`src/rtl/mouse_pkg.sv`:
```
// Shared PS/2 mouse definitions: master FSM state encoding and
// command/response byte constants used by the mouse master sequencer.
package mouse_pkg;

  typedef enum logic [3:0] {
    S_INIT_WAIT     = 4'd0,
    S_SEND_RST      = 4'd1,
    S_WAIT_SENT_RST = 4'd2,
    S_WAIT_ACK1     = 4'd3,
    S_WAIT_BAT      = 4'd4,
    S_WAIT_ID       = 4'd5,
    S_SEND_EN       = 4'd6,
    S_WAIT_SENT_EN  = 4'd7,
    S_WAIT_ACK2     = 4'd8,
    S_RD_STATUS     = 4'd9,
    S_RD_DX         = 4'd10,
    S_RD_DY         = 4'd11,
    S_INTERRUPT     = 4'd12
  } state_t;

  localparam logic [7:0] CMD_RESET  = 8'hFF;
  localparam logic [7:0] CMD_ENABLE = 8'hF4;
  localparam logic [7:0] RSP_ACK    = 8'hFA;
  localparam logic [7:0] RSP_BAT_OK = 8'hAA;
  localparam logic [7:0] RSP_ID     = 8'h00;
  localparam int STATUS_SYNC_BIT    = 3;

endpackage

```
`src/rtl/mouse_master_sm.sv`:
```
// PS/2 mouse master sequencer: power-up handshake (FF / FA AA 00 / F4 / FA)
// then 3-byte stream packets latched into MOUSE_STATUS/DX/DY.
// Ports: CLK, RESET (async, high); SEND_BYTE/BYTE_TO_SEND/BYTE_SENT to
// transmitter; READ_ENABLE/BYTE_READ/BYTE_ERROR_CODE/BYTE_READY from
// receiver; MOUSE_* packet outputs, SEND_INTERRUPT pulse, MASTER_STATE.
module mouse_master_sm #(
  parameter int unsigned INIT_WAIT_CYCLES    = 5_000_000,
  parameter int unsigned BYTE_TIMEOUT_CYCLES = 20_000_000
) (
  input  logic       CLK,
  input  logic       RESET,
  output logic       SEND_BYTE,
  output logic [7:0] BYTE_TO_SEND,
  input  logic       BYTE_SENT,
  output logic       READ_ENABLE,
  input  logic [7:0] BYTE_READ,
  input  logic [1:0] BYTE_ERROR_CODE,
  input  logic       BYTE_READY,
  output logic [7:0] MOUSE_STATUS,
  output logic [7:0] MOUSE_DX,
  output logic [7:0] MOUSE_DY,
  output logic       SEND_INTERRUPT,
  output logic [3:0] MASTER_STATE
);
  import mouse_pkg::*;

  localparam logic [31:0] INIT_LAST = 32'(INIT_WAIT_CYCLES - 1);
  localparam logic [31:0] TO_LAST   = 32'(BYTE_TIMEOUT_CYCLES - 1);

  state_t      state;
  state_t      next;
  logic [31:0] cnt;
  logic [7:0]  sh_status;
  logic [7:0]  sh_dx;
  logic [7:0]  sh_dy;
  logic        irq_pend;
  logic        timeout;
  logic        good;

  assign MASTER_STATE = state;

  // Init-phase byte check: any receiver error or wrong value restarts.
  function automatic state_t chk_rsp(
    input logic [7:0] exp,
    input state_t     ok_state
  );
    if (good && BYTE_READ == exp) return ok_state;
    return S_INIT_WAIT;
  endfunction

  always_comb begin
    next    = state;
    timeout = (cnt >= TO_LAST);
    good    = (BYTE_ERROR_CODE == 2'b00);
    unique case (state)
      S_INIT_WAIT:
        if (cnt >= INIT_LAST) next = S_SEND_RST;
      S_SEND_RST:
        next = S_WAIT_SENT_RST;
      S_WAIT_SENT_RST:
        if (BYTE_SENT)    next = S_WAIT_ACK1;
        else if (timeout) next = S_INIT_WAIT;
      S_WAIT_ACK1:
        if (BYTE_READY)   next = chk_rsp(RSP_ACK, S_WAIT_BAT);
        else if (timeout) next = S_INIT_WAIT;
      S_WAIT_BAT:
        if (BYTE_READY)   next = chk_rsp(RSP_BAT_OK, S_WAIT_ID);
        else if (timeout) next = S_INIT_WAIT;
      S_WAIT_ID:
        if (BYTE_READY)   next = chk_rsp(RSP_ID, S_SEND_EN);
        else if (timeout) next = S_INIT_WAIT;
      S_SEND_EN:
        next = S_WAIT_SENT_EN;
      S_WAIT_SENT_EN:
        if (BYTE_SENT)    next = S_WAIT_ACK2;
        else if (timeout) next = S_INIT_WAIT;
      S_WAIT_ACK2:
        if (BYTE_READY)   next = chk_rsp(RSP_ACK, S_RD_STATUS);
        else if (timeout) next = S_INIT_WAIT;
      // Only a clean byte with the sync bit set starts a packet.
      S_RD_STATUS:
        if (BYTE_READY && good && BYTE_READ[STATUS_SYNC_BIT])
          next = S_RD_DX;
      S_RD_DX:
        if (BYTE_READY)   next = good ? S_RD_DY : S_RD_STATUS;
        else if (timeout) next = S_RD_STATUS;
      S_RD_DY:
        if (BYTE_READY)   next = good ? S_INTERRUPT : S_RD_STATUS;
        else if (timeout) next = S_RD_STATUS;
      S_INTERRUPT:
        next = S_RD_STATUS;
      default:
        next = S_INIT_WAIT;
    endcase
  end

  // Send/enable outputs decode the next state so they line up with
  // the state they belong to while still coming straight from flops.
  always_ff @(posedge CLK or posedge RESET) begin
    if (RESET) begin
      state          <= S_INIT_WAIT;
      cnt            <= '0;
      SEND_BYTE      <= 1'b0;
      BYTE_TO_SEND   <= '0;
      READ_ENABLE    <= 1'b0;
      sh_status      <= '0;
      sh_dx          <= '0;
      sh_dy          <= '0;
      MOUSE_STATUS   <= '0;
      MOUSE_DX       <= '0;
      MOUSE_DY       <= '0;
      irq_pend       <= 1'b0;
      SEND_INTERRUPT <= 1'b0;
    end else begin
      state <= next;
      cnt   <= (next != state) ? '0 : cnt + 32'd1;

      SEND_BYTE <= (next == S_SEND_RST) || (next == S_SEND_EN);
      if (next == S_SEND_RST)
        BYTE_TO_SEND <= CMD_RESET;
      else if (next == S_SEND_EN)
        BYTE_TO_SEND <= CMD_ENABLE;

      READ_ENABLE <= !(next inside {S_INIT_WAIT, S_SEND_RST, S_SEND_EN});

      if (state == S_RD_STATUS && next == S_RD_DX) sh_status <= BYTE_READ;
      if (state == S_RD_DX && next == S_RD_DY)     sh_dx     <= BYTE_READ;
      if (state == S_RD_DY && next == S_INTERRUPT) sh_dy     <= BYTE_READ;

      // One atomic 24-bit update, interrupt one cycle behind it.
      if (state == S_INTERRUPT) begin
        MOUSE_STATUS <= sh_status;
        MOUSE_DX     <= sh_dx;
        MOUSE_DY     <= sh_dy;
      end
      irq_pend       <= (state == S_INTERRUPT);
      SEND_INTERRUPT <= irq_pend;
    end
  end

endmodule

```
`config.mk`:
```
export PLATFORM = sky130hd
export DESIGN_NAME = mouse_master_sm
export DESIGN_NICKNAME = d
export VERILOG_FILES = /design/src/rtl/mouse_pkg.sv /design/src/rtl/mouse_master_sm.sv
export SDC_FILE = /design/constraint.sdc
export NUM_CORES = 1
export LEC_CHECK = 0
export CAP_MARGIN = 0
export CORE_ASPECT_RATIO = 1.25
export CORE_UTILIZATION = 55
export CTS_CLUSTER_SIZE = 30
export DETAILED_ROUTE_END_ITERATION = 16
export GPL_ROUTABILITY_DRIVEN = 0
export PLACE_DENSITY_LB_ADDON = 0.3
export SYNTH_ARGS = -nofsm -noshare
export SYNTH_HDL_FRONTEND = slang
export SYNTH_SLANG_ARGS = --single-unit
```
`constraint.sdc`:
```
create_clock -name CLK -period 3 [get_ports CLK]
set_input_delay 0.45 -clock CLK [delete_from_list [all_inputs] [get_ports CLK]]
set_output_delay 0.45 -clock CLK [all_outputs]
set_load 0.02 [all_outputs]
```
==> results of run 1 <==
## stage by stage
step / cells / hold slack, ps / setup WS, ps
after floorplan: 411 / 331 / 215
after global placement: 545 / 334 / 276
after detailed placement: 545 / 356 / 217
after CTS: 561 / 379 / 393
after global routing: 561 / 386 / 279
final: 561 / 372 / 404
## worst reg2reg max path, cell delays in order, from the launching register on
cell      delay [ps]
dfrtp_1          430
ha_1             220
and3_1           330
a211oi_4         110
o311ai_4         540
nor3_2           160
o32ai_4          330
buf_12           270
nor3_1           110
## placed cells by master, fill, tap and decap left out, types with 9 or more instances in the layout
master / netlist / layout
nand2_1: 16 / 16
inv_1: 11 / 10
nand3_1: 13 / 13
xnor2_1: 18 / 18
nand4_1: 15 / 15
clkbuf_8: 0 / 9
dfrtp_1: 90 / 90
o21ai_0: 11 / 11
buf_4: 6 / 14
nor3_2: 31 / 31
xor2_1: 14 / 14
nor3_1: 12 / 12
mux2_2: 47 / 47
nor2_1: 16 / 16
clkdlybuf4s50_1: 0 / 52
## power by group through the flow
stage	Sequential, uW	Combinational (uW)	Clock, uW
after CTS	1440	912	819
after global placement	1460	892	0
after global routing	1460	974	871
after floorplan	1430	674	0
final	1450	904	803
after detailed placement	1470	910	0
## metal layers
| metal | part of all wire [%] | track usage (%) | up-vias |
|---|---|---|---|
| met5 | 0 | 0 | - |
| met4 | 1.4 | 8.11 | 0 |
| met3 | 3.9 | 4.78 | 12 |
| met2 | 53 | 41.1 | 80 |
| met1 | 41 | 27.8 | 1670 |
| li1 | - | - | 1596 |
## registers in the layout, summed over array words and instances, names as in the netlist, 2 cells and up
name	cells
MOUSE_DY	8
sh_dy	8
cnt	32
MOUSE_STATUS	8
sh_dx	8
MOUSE_DX	8
BYTE_TO_SEND	2
MASTER_STATE	4
sh_status	8
## cell type report
class,instances,area [um2]
fillers,625,2730
repair buffers,69,686
multi-input cells,278,2270
clock buffers,9,124
well taps,97,121
inverters,11,42.5
clock inverters,7,65.1
flip-flops and latches,90,2250
## final timing paths
kind / startpoint / to / slack [ps]
worst max-delay path: cnt[0] / cnt[31] / 400
min in group asynchronous: RESET / sh_status[3] / 500
worst max register to register: cnt[0] / cnt[31] / 400
worst min-delay path: irq_pend / SEND_INTERRUPT / 370
worst min register to register: irq_pend / SEND_INTERRUPT / 370
max in group asynchronous: RESET / READ_ENABLE / 1850
## synthesized netlist by cell type, types with 3 or more instances
cell      instances
a21oi_1           4
and3_1            7
and4_1            4
buf_1             4
buf_2            10
buf_4             6
buf_6             4
clkbuf_1          8
dfrtp_1          90
inv_1            11
mux2_2           47
nand2_1          16
nand3_1          13
nand4_1          15
nor2_1           16
nor2b_1           3
nor3_1           12
nor3_2           31
nor3b_1           3
nor4_1            8
o21ai_0          11
o21ai_1           3
o31ai_1           3
or4_1             3
xnor2_1          18
xor2_1           14
## cell families after synthesis
group / after synthesis / synth area share (%)
and+or+nand+nor: 153 / 22.0
AOI/OAI and AO/OA: 45 / 8.37
xor gates and xnor gates: 32 / 5.91
muxes: 47 / 11.2
adders and majority gates: 1 / 0.264
DFF: 90 / 47.5
buffers and inverters: 43 / 4.78
==> results, run 1 <==
- The aggregate routed wire length is a little under 10,000 um.
- The final sum of negative setup slack is 0 ps.
- The count of cells along the worst hold path is 0.
- Of the total power, registers draw between 40 and 50%.
- The cell area after synthesis is 4740 um2.
- The maximum single-stage delay on the critical path is 540 ps.
- The number of distinct library cell variants in the gate-level netlist after synthesis is between 60 and 70.
- The later pin in the worst-skew pair is clocked with a latency of ~370 ps.
- The clock buffer count from CTS is 9.
- The number of global-route vias before repair is ~3,400.
- The combined buffer and inverter count along the critical path is 1.
- Once placement finished, the instance area stood at 5370 um2.
- The die boundary width is 85.0 um.
- At the worst endpoint, the arrival time is 2850 ps.
- The combined global-route utilization of all metal layers is a little under a quarter.
- Along the worst path, the maximum fanout reaches 32.
- STA puts the critical path data required time at between 3000 and 4000 ps.
- In the synthesized netlist the async set-or-reset flop fraction comes to between 90% and 100%.
- In this run the standard cell core region covers a little over 8000 um2.
- The area overhead of the layout relative to synthesis is 17.4%.
- The H-tree was split into 3 levels.
- Summed over all nets, the half-perimeter wirelength after detailed placement is slightly below 7000 um.
- The aggregate global routing overflow is 0.
- The transition at the pin with the smallest max-transition slack is between 700 and 800 ps.
- Once layout is done, the placed cells without fillers occupy 5560 um2.
- The number of antenna violations at the first check in global routing is 0.
- The first global-routing pass estimated around 16,000 um of wire.
- The initial utilization of the core area, before any placement, comes to a little under three fifths.
- The top-level I/O count is 53.
- The CTS clock-pin slew for the worst setup and hold paths is approximately 100 ps.
- Measured against its own limit, the worst slew margin works out to around half.
- The repair_antennas step left the layout with diodes totalling 0.
- The mean post-synth cell area is 11.5 um2.
- The worst setup path is of the reg2reg kind.
- For this design the ratio of total power to cell area is 567 nW/um2.
- The count of mapped cells out of synthesis is 411.
- For this run, the register share of the synthesized area comes to about 48%.
- The final setup skew is between 10 and 15 ps.
- For this design, the CTS-stage hold fixing added 0 buffers.
- The library cell with the largest summed area after synthesis is dfrtp_1.
- The net switching share of the total power is 36.1%.
- After detailed routing, the number of vias per cell comes to roughly 6.0.
- The quantity of gates resized following cts is 0.
- The worst register-to-register path has a depth of 8.
- In this run the clock root is driven by a clkbuf_8.
- The number of iterations in the first detailed-routing pass is 4.
- The final route contains about 3,400 vias.
- IR analysis of the VDD net gives a maximum drop of 0.000384 V.
- After clock tree synthesis, the setup repair step added 0 buffers.
- When the netlist entered floorplanning its net count stood at ~430.
- On the critical path, the stage with the largest delay is an instance of o311ai_4.
- The CTS sink count is 90.
- Grouping stages by cell kind, the critical path spends the most delay in compound AO/OA/AOI/OAI gates.
- The net switching component of the power is ~1100 uW.
- Cells fill approximately 67% of the core in the end.
- The cell depth of the worst setup path is 8.
- The internal power is 2020 uW.
- The number of standard-cell rows in the floorplan is 37.
- The run finished with clean final reports.
- The worst setup path is captured at a flop.
- Of the cells placed in the final design, the portion with a size suffix greater than 1 is between 20% and 30%.
- The part of the total power dissipated in the clock network is approximately a quarter.
- The final number of hold-violating endpoints was 0.
- Total power for the finished layout comes to 3150 uW.
- The count of endpoints failing setup in the final report is 0.
- The total of warnings raised by yosys is 0.
- After detailed routing, the number of remaining DRC violations is 0.
- In this run the biggest area consumer among cell types represents around 48% of the synthesized area.
- The number of port buffers is between 50 and 60.
- The post-synthesis register bit count is 90.
- No sink is reached through more buffers than the 2 on the longest clock path.
- Yosys mapped a number of flops with a built-in enable equal to 0.
- Timing would allow up to just under 400 MHz.
- The signal on the critical path passes through ha_1 -> and3_1 -> a211oi_4 -> o311ai_4 -> nor3_2 -> o32ai_4 -> buf_12 -> nor3_1.
- The count of routing violations after the opening detailed-route iteration is 220.
- Max-cap violations in this run came to 0.
- The number of pins with negative max-slew slack in the final report is 0.
- In the final routed layout, each cell accounts on average for between 15 and 20 um.
- Subtracting the final worst setup slack from the clock period gives ~2600 ps.
- Once detail routing completed, the nets flagged for antenna violations numbered 0.
- TritonCTS built the clock tree.
- The classification of the worst-slack hold path is reg2reg.
- The final critical-path share of the clock period is 86.5%.
- Summed over all cells, the static leakage comes to 0.00246 uW.
- The critical path launch point type is a flop.
- The die covers approximately 9000 um2.
- The combinational share of power is 28.7%.
- The total number of nets in the final design is 474.
- Among all flip-flop cells after synthesis, the most frequent one is dfrtp_1.
- Setup repair after global routing left no endpoint under its margin.
- The die is around 110 um tall.
- Entering global routing, the biggest net connects 45 pins.
- Yosys attributes the largest share of cell area to dfrtp_1 (48%), mux2_2 (11%), nor3_2 (6.5%).
Note: power is estimated with default switching activity, not from simulation.
==> inputs of run 2 (changes only) <==
- SETUP_SLACK_MARGIN: default -> 0.15
- clock period: 3 -> 2.7 ns (I/O delays scaled with it)
==> run 2 against run 1 <==
Compared with the run above:
- largest cell class unchanged
- first-iteration DRC count is 0.45% lower
- wire length is 7.8% higher
- final cell count is 3.2% higher
- via count is 5.7% higher
- highest routed layer unchanged
- critical path type unchanged
- global-route usage is 1.2 points higher
- combinational power is 47% higher
- register-to-register slack worse by 210 ps
==> results, run 2 (same netlist as run 1, synthesis figures left out) <==
- Status: finished, final reports clean (unchanged).
- The area overhead of the layout relative to synthesis is 25.1% (was 17.4%).
- The category of the worst setup path capture point is a flop (unchanged).
- The transition at the pin with the smallest max-transition slack is 614 ps (was 739 ps).
- The path depth of the worst reg2reg path is 8 (unchanged).
- The number of maximum-capacitance violations is 0 (unchanged).
- The hold path startpoint is irq_pend (unchanged).
- The top-level I/O count is 53 (unchanged).
- The insertion delay of the later-clocked pin in the worst-skew pair is 380 ps (was 370 ps).
- The cell at the root of the clock tree is clkbuf_8 (unchanged).
- The commonest non-fill, non-tap cell in the layout is dfrtp_1 (unchanged).
- The CTS clock-pin slew for the worst setup and hold paths is 90 ps (was 100 ps).
- The wire length per cell is 18.3 um (was 17.5 um).
- The startpoint of the lowest-slack register-to-register path is cnt[27] (was cnt[0]).
- The half-perimeter wire length after detailed placement is 7230 um (was 6920 um).
- The power density over the cells is 672 nW/um2 (was 567 nW/um2).
- The remaining routing DRC violations was 0 (unchanged).
- The via density per instance was 6.13 (was 5.99).
- The share of final-layout standard cells stronger than drive strength 1 is 31.3% (was 26.7%).
- The initial core utilization is 57.2% (unchanged).
- The aggregate routed wire length came to 10,600 um (was 9810 um).
- The total number of nets in the final design is 492 (was 474).
- The critical path class is reg2reg (unchanged).
- The number of levels the H-tree was split into is 3 (unchanged).
- The number of antenna violations at the first check in global routing was 0 (unchanged).
- The total inserted antenna cells came to 0 (unchanged).
- The final core utilization is 71.6% (was 67.1%).
- The register name with the most flops is cnt (unchanged).
- The final setup skew is 9.41 ps (was 10.1 ps).
- Top library cells by usage in the layout, fill and taps aside: dfrtp_1 (89), clkdlybuf4s50_1 (52), mux2_2 (47) (was dfrtp_1 (90), clkdlybuf4s50_1 (52), mux2_2 (47)).
- The worst endpoint data arrival time was 2810 ps (was 2850 ps).
- The source of the critical timing path is cnt[27] (was cnt[0]).
- The number of iterations in the first detailed-routing pass is 5 (was 4).
- The number of standard-cell rows in the floorplan is 37 (unchanged).
- The final sum of negative setup slack is 0 ps (unchanged).
- The number of pins with negative max-slew slack in the final report is 0 (unchanged).
- The aggregate global routing overflow is 0 (unchanged).
- The wire length of the first global-routing pass came to 17,000 um (was 16,300 um).
- The worst-case headroom to the max-slew limit is 58.7% (was 50.7%).
- The total vias in the final route is 3,550 (was 3,358).
- The core box area is 8290 um2 (unchanged).
- The chip height came to 106 um (unchanged).
- The clock period minus final worst setup slack is 2500 ps (was 2600 ps).
- The classification of the worst-slack hold path is reg2reg (unchanged).
- The clock buffer count from CTS is 9 (unchanged).
- The peak supply drop is 0.000498 V (was 0.000384 V).
- The count of cells along the worst hold path is 0 (unchanged).
- The endpoint of the worst hold-timing path was SEND_INTERRUPT (unchanged).
- The clock tree from TritonCTS was done (unchanged).
- The count of endpoints failing setup in the final report is 0 (unchanged).
- The flop-to-flop setup slack is 200 ps (was 400 ps).
- The die boundary width is 85.0 um (unchanged).
- RSZ-0062 raised after global routing: true (was false).
- The deepest clock path buffer count is 2 (unchanged).
- The maximum fanout along the worst path came to 8 (was 32).
- The combined global-route utilization of all metal layers is 24.5% (was 23.2%).
- The achievable clock frequency is 400 MHz (was 385 MHz).
- The number of global-route vias before repair came to 3,593 (was 3,368).
- The final critical-path share of the clock period came to 92.6% (was 86.5%).
- The endpoint of the worst-slack reg-to-reg timing path is cnt[11] (was cnt[31]).
- The standby leakage power came to 0.00256 uW (was 0.00246 uW).
- The number of flip-flops in the largest register was 32 (unchanged).
- The count of routing violations after the opening detailed-route iteration is 219 (was 220).
- The critical path launch point type is a flop (unchanged).
- The area enclosed by the die boundary is 8990 um2 (unchanged).
- The final number of hold-violating endpoints is 0 (unchanged).
- The number of port buffers is 52 (unchanged).
- The critical path required time came to 3010 ps (was 3260 ps).
- The largest net degree at the start of global routing is 68 (was 45).
- The number of nets with antenna violations after detailed routing came to 0 (unchanged).
- The CTS sink count is 90 (unchanged).
run 2: layout make-up:
cell class | instances | area (um2)
Clock inverter | 7 | 106
Fill cell | 559 | 2360
Inverter | 11 | 45.0
Clock buffer | 9 | 124
Sequential cell | 90 | 2250
Tap cell | 97 | 121
Timing Repair Buffer | 87 | 881
Multi-Input combinational cell | 278 | 2400
run 2: metal layers:
layer / GRT usage, % / vias to the layer above / part of all wire, %
li1: - / 1637 / -
met1: 28.3 / 1763 / 40
met3: 4.07 / 23 / 4.3
met5: 0 / - / 0
met4: 11.3 / 0 / 2.2
met2: 43.8 / 127 / 54
run 2: worst max-delay path: stages, from the launching register on:
cell	delay, ps
dfrtp_1	400
or4_4	550
nor4_4	140
buf_4	180
o311ai_4	120
o311ai_4	350
a41oi_4	270
clkbuf_16	250
nor3_2	170
run 2: power by group:
group	switching, uW	leakage [uW]	internal (uW)
clock	510	0.000117	539
combinational	767	0.00122	563
sequential	128	0.00123	1480
run 2: how the worst max path moves through the flow:
stage          slack (ps)  cells past startpoint      end
3_3_place_gp           70                      8  cnt[31]
6_report              200                      8  cnt[11]
5_1_grt               120                      8  cnt[10]
2_1_floorplan         340                      9  cnt[22]
4_1_cts               100                      8  cnt[31]
3_5_place_dp          -70                      8  cnt[31]
run 2: per-stage QoR:
stage	power (uW)	instances	instance area, um2	hold WS, ps	setup WS (ps)
2_1_floorplan	2340	411	4740	331	340
3_3_place_gp	2710	555	5480	332	66.7
3_5_place_dp	2750	555	5480	346	-72.3
4_1_cts	3800	572	5710	368	101
5_1_grt	4160	579	5930	378	118
6_report	3980	579	5930	366	199
run 2: what timing repair did:
item	in CTS	in global routing
pin swaps	1	24
setup endpoints to repair	29	34
gates resized for setup	0	23
buffers inserted	1	5
gates cloned	0	2
hold buffers	0	0
==> inputs of run 3 (changes only) <==
- CAP_MARGIN: 0 -> default
- CTS_CLUSTER_DIAMETER: default -> 50
==> results of run 3 <==
The final DEF is identical to that of run 2; final timing and power are the same.
